[config.mk]
export PLATFORM = sky130hd
export DESIGN_NAME = raycast_sequencer
export DESIGN_NICKNAME = d
export VERILOG_FILES = /design/src/rtl/raycast_sequencer.sv
export SDC_FILE = /design/constraint.sdc
export NUM_CORES = 1
export LEC_CHECK = 0
export CAP_MARGIN = 20
export CORE_ASPECT_RATIO = 1.25
export CORE_MARGIN = 8
export CORE_UTILIZATION = 39
export CTS_BUF_LIST = sky130_fd_sc_hd__clkbuf_4
export DETAILED_ROUTE_END_ITERATION = 8
export HOLD_SLACK_MARGIN = 0.03
export MAX_ROUTING_LAYER = met4
export PLACE_DENSITY = 0.82
export SYNTH_ARGS = -nofsm -noshare
export SYNTH_HDL_FRONTEND = slang
export SYNTH_SLANG_ARGS = --single-unit
[constraint.sdc]
create_clock -name clk -period 3.3 [get_ports clk]
set_clock_uncertainty 0.1 [all_clocks]
set_input_delay 0.66 -clock clk [delete_from_list [all_inputs] [get_ports clk]]
set_output_delay 0.66 -clock clk [all_outputs]
set_load 0.005 [all_outputs]
[src/rtl/raycast_sequencer.sv]
// Streams walls through rayCast for one ray and keeps the nearest hit; one wall per cycle.
// Result valid N+2 cycles after accept (1 for N=0); result held until res_ready, requests ignored meanwhile.
module raycast_sequencer #(
  parameter int ADDR_W = 6
) (
  input  logic                     clk,
  input  logic                     reset,
  input  logic                     req_valid,
  output logic                     req_ready,
  input  logic signed [15:0]       req_x1,
  input  logic signed [15:0]       req_y1,
  input  logic signed [15:0]       req_x2,
  input  logic signed [15:0]       req_y2,
  input  logic        [ADDR_W:0]   num_walls,
  output logic        [ADDR_W-1:0] wall_addr,
  input  logic        [63:0]       wall_data,
  output logic signed [15:0]       rc_x1,
  output logic signed [15:0]       rc_y1,
  output logic signed [15:0]       rc_x2,
  output logic signed [15:0]       rc_y2,
  output logic signed [15:0]       rc_x3,
  output logic signed [15:0]       rc_y3,
  output logic signed [15:0]       rc_x4,
  output logic signed [15:0]       rc_y4,
  input  logic                     rc_intersection,
  input  logic        [15:0]       rc_ray_distance,
  input  logic        [7:0]        rc_uv_x,
  output logic                     res_valid,
  input  logic                     res_ready,
  output logic                     res_hit,
  output logic        [15:0]       res_distance,
  output logic        [7:0]        res_uv_x,
  output logic        [ADDR_W-1:0] res_wall
);

  localparam logic [ADDR_W:0] MAX_WALLS = {1'b1, {ADDR_W{1'b0}}};

  typedef enum logic [1:0] {IDLE, SCAN, DRAIN, DONE} state_t;

  state_t                    state_q, state_d;
  logic                      req_ready_q, req_ready_d;
  logic                      res_valid_q, res_valid_d;
  logic        [ADDR_W-1:0]  addr_q, addr_d;
  logic        [ADDR_W-1:0]  last_q, last_d;
  logic                      data_vld_q, data_vld_d;
  logic        [ADDR_W-1:0]  eval_idx_q, eval_idx_d;
  logic signed [15:0]        ray_x1_q, ray_x1_d, ray_y1_q, ray_y1_d;
  logic signed [15:0]        ray_x2_q, ray_x2_d, ray_y2_q, ray_y2_d;
  logic                      best_hit_q, best_hit_d;
  logic        [15:0]        best_dist_q, best_dist_d;
  logic        [7:0]         best_uv_q, best_uv_d;
  logic        [ADDR_W-1:0]  best_wall_q, best_wall_d;
  logic        [ADDR_W:0]    n_clamped;
  logic                      better;

  always_comb begin
    state_d     = state_q;
    addr_d      = addr_q;
    last_d      = last_q;
    ray_x1_d    = ray_x1_q;
    ray_y1_d    = ray_y1_q;
    ray_x2_d    = ray_x2_q;
    ray_y2_d    = ray_y2_q;
    best_hit_d  = best_hit_q;
    best_dist_d = best_dist_q;
    best_uv_d   = best_uv_q;
    best_wall_d = best_wall_q;
    n_clamped   = (num_walls > MAX_WALLS) ? MAX_WALLS : num_walls;
    data_vld_d  = (state_q == SCAN);
    eval_idx_d  = addr_q;

    // First intersection always wins, even at distance FFFF; ties keep the earlier wall.
    better = data_vld_q && rc_intersection &&
             (!best_hit_q || (rc_ray_distance < best_dist_q));
    if (better) begin
      best_hit_d  = 1'b1;
      best_dist_d = rc_ray_distance;
      best_uv_d   = rc_uv_x;
      best_wall_d = eval_idx_q;
    end

    case (state_q)
      IDLE: begin
        if (req_valid) begin
          ray_x1_d    = req_x1;
          ray_y1_d    = req_y1;
          ray_x2_d    = req_x2;
          ray_y2_d    = req_y2;
          last_d      = ADDR_W'(n_clamped - 1'b1);
          addr_d      = '0;
          best_hit_d  = 1'b0;
          best_dist_d = 16'hFFFF;
          best_uv_d   = '0;
          best_wall_d = '0;
          state_d     = (n_clamped == '0) ? DONE : SCAN;
        end
      end
      SCAN: begin
        if (addr_q == last_q) state_d = DRAIN;
        else                  addr_d  = addr_q + 1'b1;
      end
      DRAIN: state_d = DONE;
      DONE: begin
        if (res_valid_q && res_ready) state_d = IDLE;
      end
      default: state_d = IDLE;
    endcase

    req_ready_d = (state_d == IDLE);
    res_valid_d = (state_q == DONE) && (state_d == DONE);
  end

  always_ff @(posedge clk) begin
    if (reset) begin
      state_q     <= IDLE;
      req_ready_q <= 1'b1;
      res_valid_q <= 1'b0;
      addr_q      <= '0;
      last_q      <= '0;
      data_vld_q  <= 1'b0;
      eval_idx_q  <= '0;
      ray_x1_q    <= '0;
      ray_y1_q    <= '0;
      ray_x2_q    <= '0;
      ray_y2_q    <= '0;
      best_hit_q  <= 1'b0;
      best_dist_q <= 16'hFFFF;
      best_uv_q   <= '0;
      best_wall_q <= '0;
    end else begin
      state_q     <= state_d;
      req_ready_q <= req_ready_d;
      res_valid_q <= res_valid_d;
      addr_q      <= addr_d;
      last_q      <= last_d;
      data_vld_q  <= data_vld_d;
      eval_idx_q  <= eval_idx_d;
      ray_x1_q    <= ray_x1_d;
      ray_y1_q    <= ray_y1_d;
      ray_x2_q    <= ray_x2_d;
      ray_y2_q    <= ray_y2_d;
      best_hit_q  <= best_hit_d;
      best_dist_q <= best_dist_d;
      best_uv_q   <= best_uv_d;
      best_wall_q <= best_wall_d;
    end
  end

  assign req_ready    = req_ready_q;
  assign res_valid    = res_valid_q;
  assign wall_addr    = addr_q;
  assign rc_x1        = ray_x1_q;
  assign rc_y1        = ray_y1_q;
  assign rc_x2        = ray_x2_q;
  assign rc_y2        = ray_y2_q;
  assign rc_x3        = wall_data[63:48];
  assign rc_y3        = wall_data[47:32];
  assign rc_x4        = wall_data[31:16];
  assign rc_y4        = wall_data[15:0];
  assign res_hit      = best_hit_q;
  assign res_distance = best_dist_q;
  assign res_uv_x     = best_uv_q;
  assign res_wall     = best_wall_q;

endmodule

==> results.toml, run 1 <==
[critical_path]
crit_slowest_cell = "a2111oi_4"
crit_buf_inv = 2
cp_cell_sequence = "clkdlybuf4s50_1 -> ha_1 -> nand4_1 -> or3_4 -> a2111oi_4 -> buf_4 -> o311ai_0 -> o211ai_1"
arrival_ns = 3.11
r2r_slack_ns = 0.75
critPathMaxFanout = 12
worstSetupPathType = "in -> reg"
r2r-end = "res_distance[1]"
critical_path.max_stage_delay_ns = 0.49
cp-end-kind = "register"
worst-endpoint-required_ns = 3.66
rr_worst_depth = 8
cp_top_family = "compound AO/OA/AOI/OAI gates"
worstSetupStartpointType = "primary input"
worstReg2RegStart = "res_distance[15]"

[layout]
final_common_cell = "clkdlybuf4s50_1"
syn_to_final_growth_pct = 34.6
nets = 999
drive_above_1_share_pct = 8.31
final_cell_mix = "201 x clkdlybuf4s50_1, 160 x nand2_1, 118 x dfxtp_1"
fillCellCount = 1322

[clock_network]
cts_root_buf = "clkbuf_4"
cts_max_level = 4
clk_pin_slew_ns = 0.11
numCtsBuffers = 17
cts_setup_buffers = 0
postCtsResizedCells = 0
cts_tree = "done"
cts_sinks = 118
postCtsHoldBufs = 0
cts_buffer_depth = 2
insertion_delay_ns = 0.53

[floorplanning]
start_util_pct = 39.7
core_sq_um = 14300
dieWidth_um = 124
fp.dieH_um = 151
ioPinCount = 331
dieArea_sq_um = 18700
rows = 49

[worst_hold_path]
hold_class = "reg -> reg"
holdPathEnd = "rc_y2[0]"
min_from = "rc_y2[0]"
whs_path_depth = 2

[synth]
synth.area.top_cells = "dfxtp_1 42%, nand2_1 11%, buf_4 8.4%, a21oi_1 6.9%, ha_1 4.0%"
synth_edf_count = 0
synth_top_area_share_pct = 41.5
ys_warn_count = 0
synth_cell_types = 47
synthCells = 691
syn-cell-area_sq_um = 5690
synth.net_count = 873
synth_seq_cells = 118
synthArstFlopShare_pct = 0
yosysTopAreaCell = "dfxtp_1"
syn_area_per_cell_sq_um = 8.23
synth_top_flop_cell = "dfxtp_1"
ys_seq_area_share_pct = 41.5

[detailed_routing]
num_vias = 5135
drc = 0
ant_nets = 0
initialDrtViolationCount = 474
firstDrtPassIters = 6
viasPerCell = 5.08
routedWlPerCell_um = 16.2
routed_wl_mm = 16.4

[sta]
tightest_slew_ns = 0.855
min_period_over_period_pct = 83.2
fin_ws_ns = 0.555
rsz0062_at_grt = "false"
hold_viol_final = 0
setup_viol = 0
slew_headroom_pct = 43.0
totalNegativeSetupSlack_ns = 0
finalMaxSlewViolations = 0
fin_crit_ns = 2.75
fmax_mhz = 364

[global_routing]
grt_usage_pct = 17.9
overflow = 0
grt_max_degree = 80
antenna_found_initial = 1
grt_pass1_vias = 5057
grt_first_pass_wirelength_mm = 25.5

[job]
maxCapViolations = 0

[run_status]
outcome = "finished clean"

[place]
hpwlAfterDp_mm = 11.8
dp_slack_ns = 0.0405
place_congestion = 0.825
port_buffers = 202

[power_and_ir_drop]
power_density_nw_per_um2 = 454
ir_drop_mv = 0.311
p_leak_nw = 2.93
==> worst max path at each step <==
stage | startpoint | end | slack, ns | cells after the start
final | rc_ray_distance[15] | res_distance[1] | 0.55 | 8
after global routing | rc_ray_distance[15] | res_distance[3] | 0.45 | 8
after CTS | rc_ray_distance[15] | res_distance[10] | 0.61 | 8
after detailed placement | rc_ray_distance[15] | res_distance[1] | 0.04 | 8
after global placement | rc_ray_distance[15] | res_distance[1] | 0.08 | 8
after floorplan | rc_ray_distance[15] | res_distance[10] | 0.69 | 7
==> final cells by class <==
type / count / area, sq um / share of cell area [%]
tap: 178 / 223 / 2.91
sequential: 118 / 2360 / 30.8
antenna: 2 / 5.00 / 0.0653
clock inverter: 13 / 158 / 2.06
timing repair buffer: 218 / 2170 / 28.4
multi-input combinational: 428 / 2470 / 32.2
clock buffer: 19 / 143 / 1.86
inverter: 34 / 128 / 1.67
==> Yosys cell counts (all sizes together), types with 8 or more instances <==
master / number
a21oi: 78
o32a: 14
o211ai: 16
o21ai: 21
nor2: 13
nor2b: 8
nand3: 33
xnor2: 8
ha: 18
nand2: 161
inv: 34
buf: 74
dfxtp: 118
clkbuf: 34
o311ai: 17
==> per-stage QoR <==
step / cell area [sq um] / hold slack, ns / instances / utilization, % / total power [mW]
after floorplan: 5690 / 0.344 / 691 / - / 2.06
after global placement: 7350 / 0.340 / 976 / 51.3 / 2.39
after detailed placement: 7350 / 0.345 / 976 / 51.3 / 2.41
after CTS: 7650 / 0.360 / 1008 / 53.4 / 3.52
after global routing: 7660 / 0.380 / 1010 / 53.4 / 3.67
final: 7660 / 0.356 / 1010 / 53.4 / 3.48
==> report_power, final <==
part	total, mW	internal [mW]	switching [mW]	leakage (nW)
Sequential	1.60	1.53	0.0686	0.965
Combinational	0.770	0.408	0.363	1.82
Clock	1.11	0.536	0.569	0.146
==> metal layers <==
metal  part of all wire [%]  global-route usage (%)  up-vias
met3                     11                    8.77       13
met5                      0                       -        -
met2                     48                    27.6      237
li1                       -                       -     2551
met4                    1.5                    7.22        0
met1                     39                    19.3     2334
==> sequential cells by signal, indices dropped and copies added, names as in the netlist <==
register	cells
state_q	2
rc_y1	16
res_wall	6
eval_idx_q	6
res_uv_x	8
res_distance	16
res_hit	1
data_vld_q	1
wall_addr	6
res_valid	1
rc_x2	16
rc_x1	16
rc_y2	16
last_q	6
req_ready	1
==> worst min-delay path, delay by kind of cell, from the launching register on <==
| family | cells | cell delay, ns |
|---|---|---|
| DFF | 1 | 0.32 |
| and+or+nand+nor | 1 | 0.05 |
| AOI/OAI and AO/OA | 1 | 0.05 |
==> kinds of logic after synthesis <==
group                      after synthesis  share of synthesized area, %
DFF                                    118                          41.5
adders and majority gates               18                          3.96
muxes                                    2                         0.352
buffers and inverters                  145                          15.4
AOI/OAI and AO/OA                      163                          19.7
xor gates and xnor gates                 9                          1.39
and+or+nand+nor                        236                          17.7
(Power assumes the default switching activity.)
==> run 2: changes to the inputs <==
Clock period 3.3 ns to 2.66 ns, I/O delays scaled along.
==> run 2 against run 1 <==
Against the previous run: critical path depth stayed put; critical path type unchanged; design area is 0.23% higher; largest cell class unchanged; worst hold slack worse by 0.052 ns; largest power group unchanged; total power is 17% higher.
==> results.toml, run 2 (synthesis gave the netlist of run 1 again) <==
[run_status]
outcome = "finished clean"

[power_and_ir_drop]
power_mw = 4.07
p_sw_share_pct = 29.5
p_int_mw = 2.87
p_switching_mw = 1.20
comb_power_share_pct = 24.1
pwr-share-seq_pct = 48.8
p_leak_nw = 2.96
power_density_nw_per_um2 = 530
clkPwrFrac_pct = 27.1
ir_drop_mv = 0.398

[sta]
tightest_slew_ns = 0.845
setup_viol = 0
slew_headroom_pct = 43.7
hold_viol_final = 0
hold_ws_ns = 0.304
fmax_mhz = 406
rsz0062_at_grt = "false"
finalMaxSlewViolations = 0
fin_crit_ns = 2.46
min_period_over_period_pct = 92.5

[clock_network]
numCtsBuffers = 17
cts_setup_buffers = 0
cts_buffer_depth = 2
postCtsResizedCells = 0
postCtsHoldBufs = 0
cts_max_level = 4
clk_pin_slew_ns = 0.10
cts_sinks = 118
insertion_delay_ns = 0.52
cts_tree = "done"
cts_root_buf = "clkbuf_4"

[layout]
seqCellArea_sq_um = 2360
drive_above_1_share_pct = 8.73
final_cell_mix = "201 x clkdlybuf4s50_1, 160 x nand2_1, 118 x dfxtp_1"
fillCellCount = 1342
nets = 1007
syn_to_final_growth_pct = 34.9
multiInputGateArea_sq_um = 2470
final_common_cell = "clkdlybuf4s50_1"

[global_routing]
overflow = 0
grt_first_pass_wirelength_mm = 25.6
antenna_found_initial = 1
grt_usage_pct = 17.9
grt_max_degree = 81
grt_pass1_vias = 5101

[detailed_routing]
routedWlPerCell_um = 16.2
viasPerCell = 5.12
firstDrtPassIters = 9
num_vias = 5200
ant_nets = 0
initialDrtViolationCount = 394
routed_wl_mm = 16.5
drc = 0

[critical_path]
worstSetupPathType = "in -> reg"
worst-endpoint-required_ns = 2.92
worstSetupStartpointType = "primary input"
critPathMaxFanout = 16
cp-end-kind = "register"
arrival_ns = 2.72

[floorplanning]
start_util_pct = 39.7
core_sq_um = 14300
fp.dieH_um = 151
dieArea_sq_um = 18700
rows = 49
ioPinCount = 331
dieWidth_um = 124

[worst_hold_path]
hold_class = "in -> reg"

[place]
place_congestion = 0.806
port_buffers = 202
hpwlAfterDp_mm = 12.0

[job]
maxCapViolations = 0
-- run 2: metal layers --
metal  vias to the layer above  wire length (um)  part of all wire, %  track usage [%]
met3                        17              1820                   11             8.36
met1                      2379              6440                   39             20.0
met2                       233              7980                   48             27.5
li1                       2571                 -                    -                -
met4                         0               218                  1.3             6.68
met5                         -                 0                    0                -
-- run 2: layout make-up --
cell class / count / area share, %
diodes: 2 / 0.0652
well taps: 178 / 2.90
repair buffers: 226 / 29.5
flip-flops and latches: 118 / 30.8
clock inverters: 12 / 1.17
multi-input cells: 428 / 32.1
clock buffers: 18 / 1.76
inverters: 34 / 1.66
-- run 2: per-stage QoR --
stage / setup TNS, ns / util (%) / std cells / cell area [sq um] / setup WS [ns]
CTS: 0 / 53.5 / 1014 / 7670 / 0.229
global route: 0 / 53.5 / 1016 / 7680 / 0.0935
global placement: -9.31 / 51.7 / 983 / 7420 / -0.338
floorplan: 0 / - / 691 / 5690 / 0.176
detailed placement: -9.61 / 51.9 / 984 / 7450 / -0.344
finish: 0 / 53.5 / 1016 / 7680 / 0.199
-- run 2: power groups by stage --
| stage | clock, mW | combinational [mW] | sequential, mW |
|---|---|---|---|
| 6_report | 1.10 | 0.979 | 1.98 |
| 4_1_cts | 1.15 | 0.990 | 1.99 |
| 5_1_grt | 1.23 | 1.08 | 2.00 |
| 3_3_place_gp | 0 | 0.961 | 2.02 |
| 2_1_floorplan | 0 | 0.533 | 2.02 |
| 3_5_place_dp | 0 | 0.985 | 2.03 |
-- run 2: critical path, cell delays in order --
cell and delay (ns):
clkdlybuf4s50_1 0.46, ha_1 0.32, nand4_1 0.12, or3_4 0.43
a2111oi_4 0.30, buf_4 0.19, o31a_4 0.25, o211ai_1 0.11
-- run 2: worst paths after layout --
kind | from | endpoint | slack [ns] | cells after the start
setup reg to reg | res_distance[14] | res_distance[8] | 0.24 | 8
setup / recovery | rc_ray_distance[15] | res_distance[8] | 0.20 | 8
hold / removal | reset | res_distance[12] | 0.30 | 3
hold reg to reg | rc_y2[8] | rc_y2[8] | 0.36 | 2
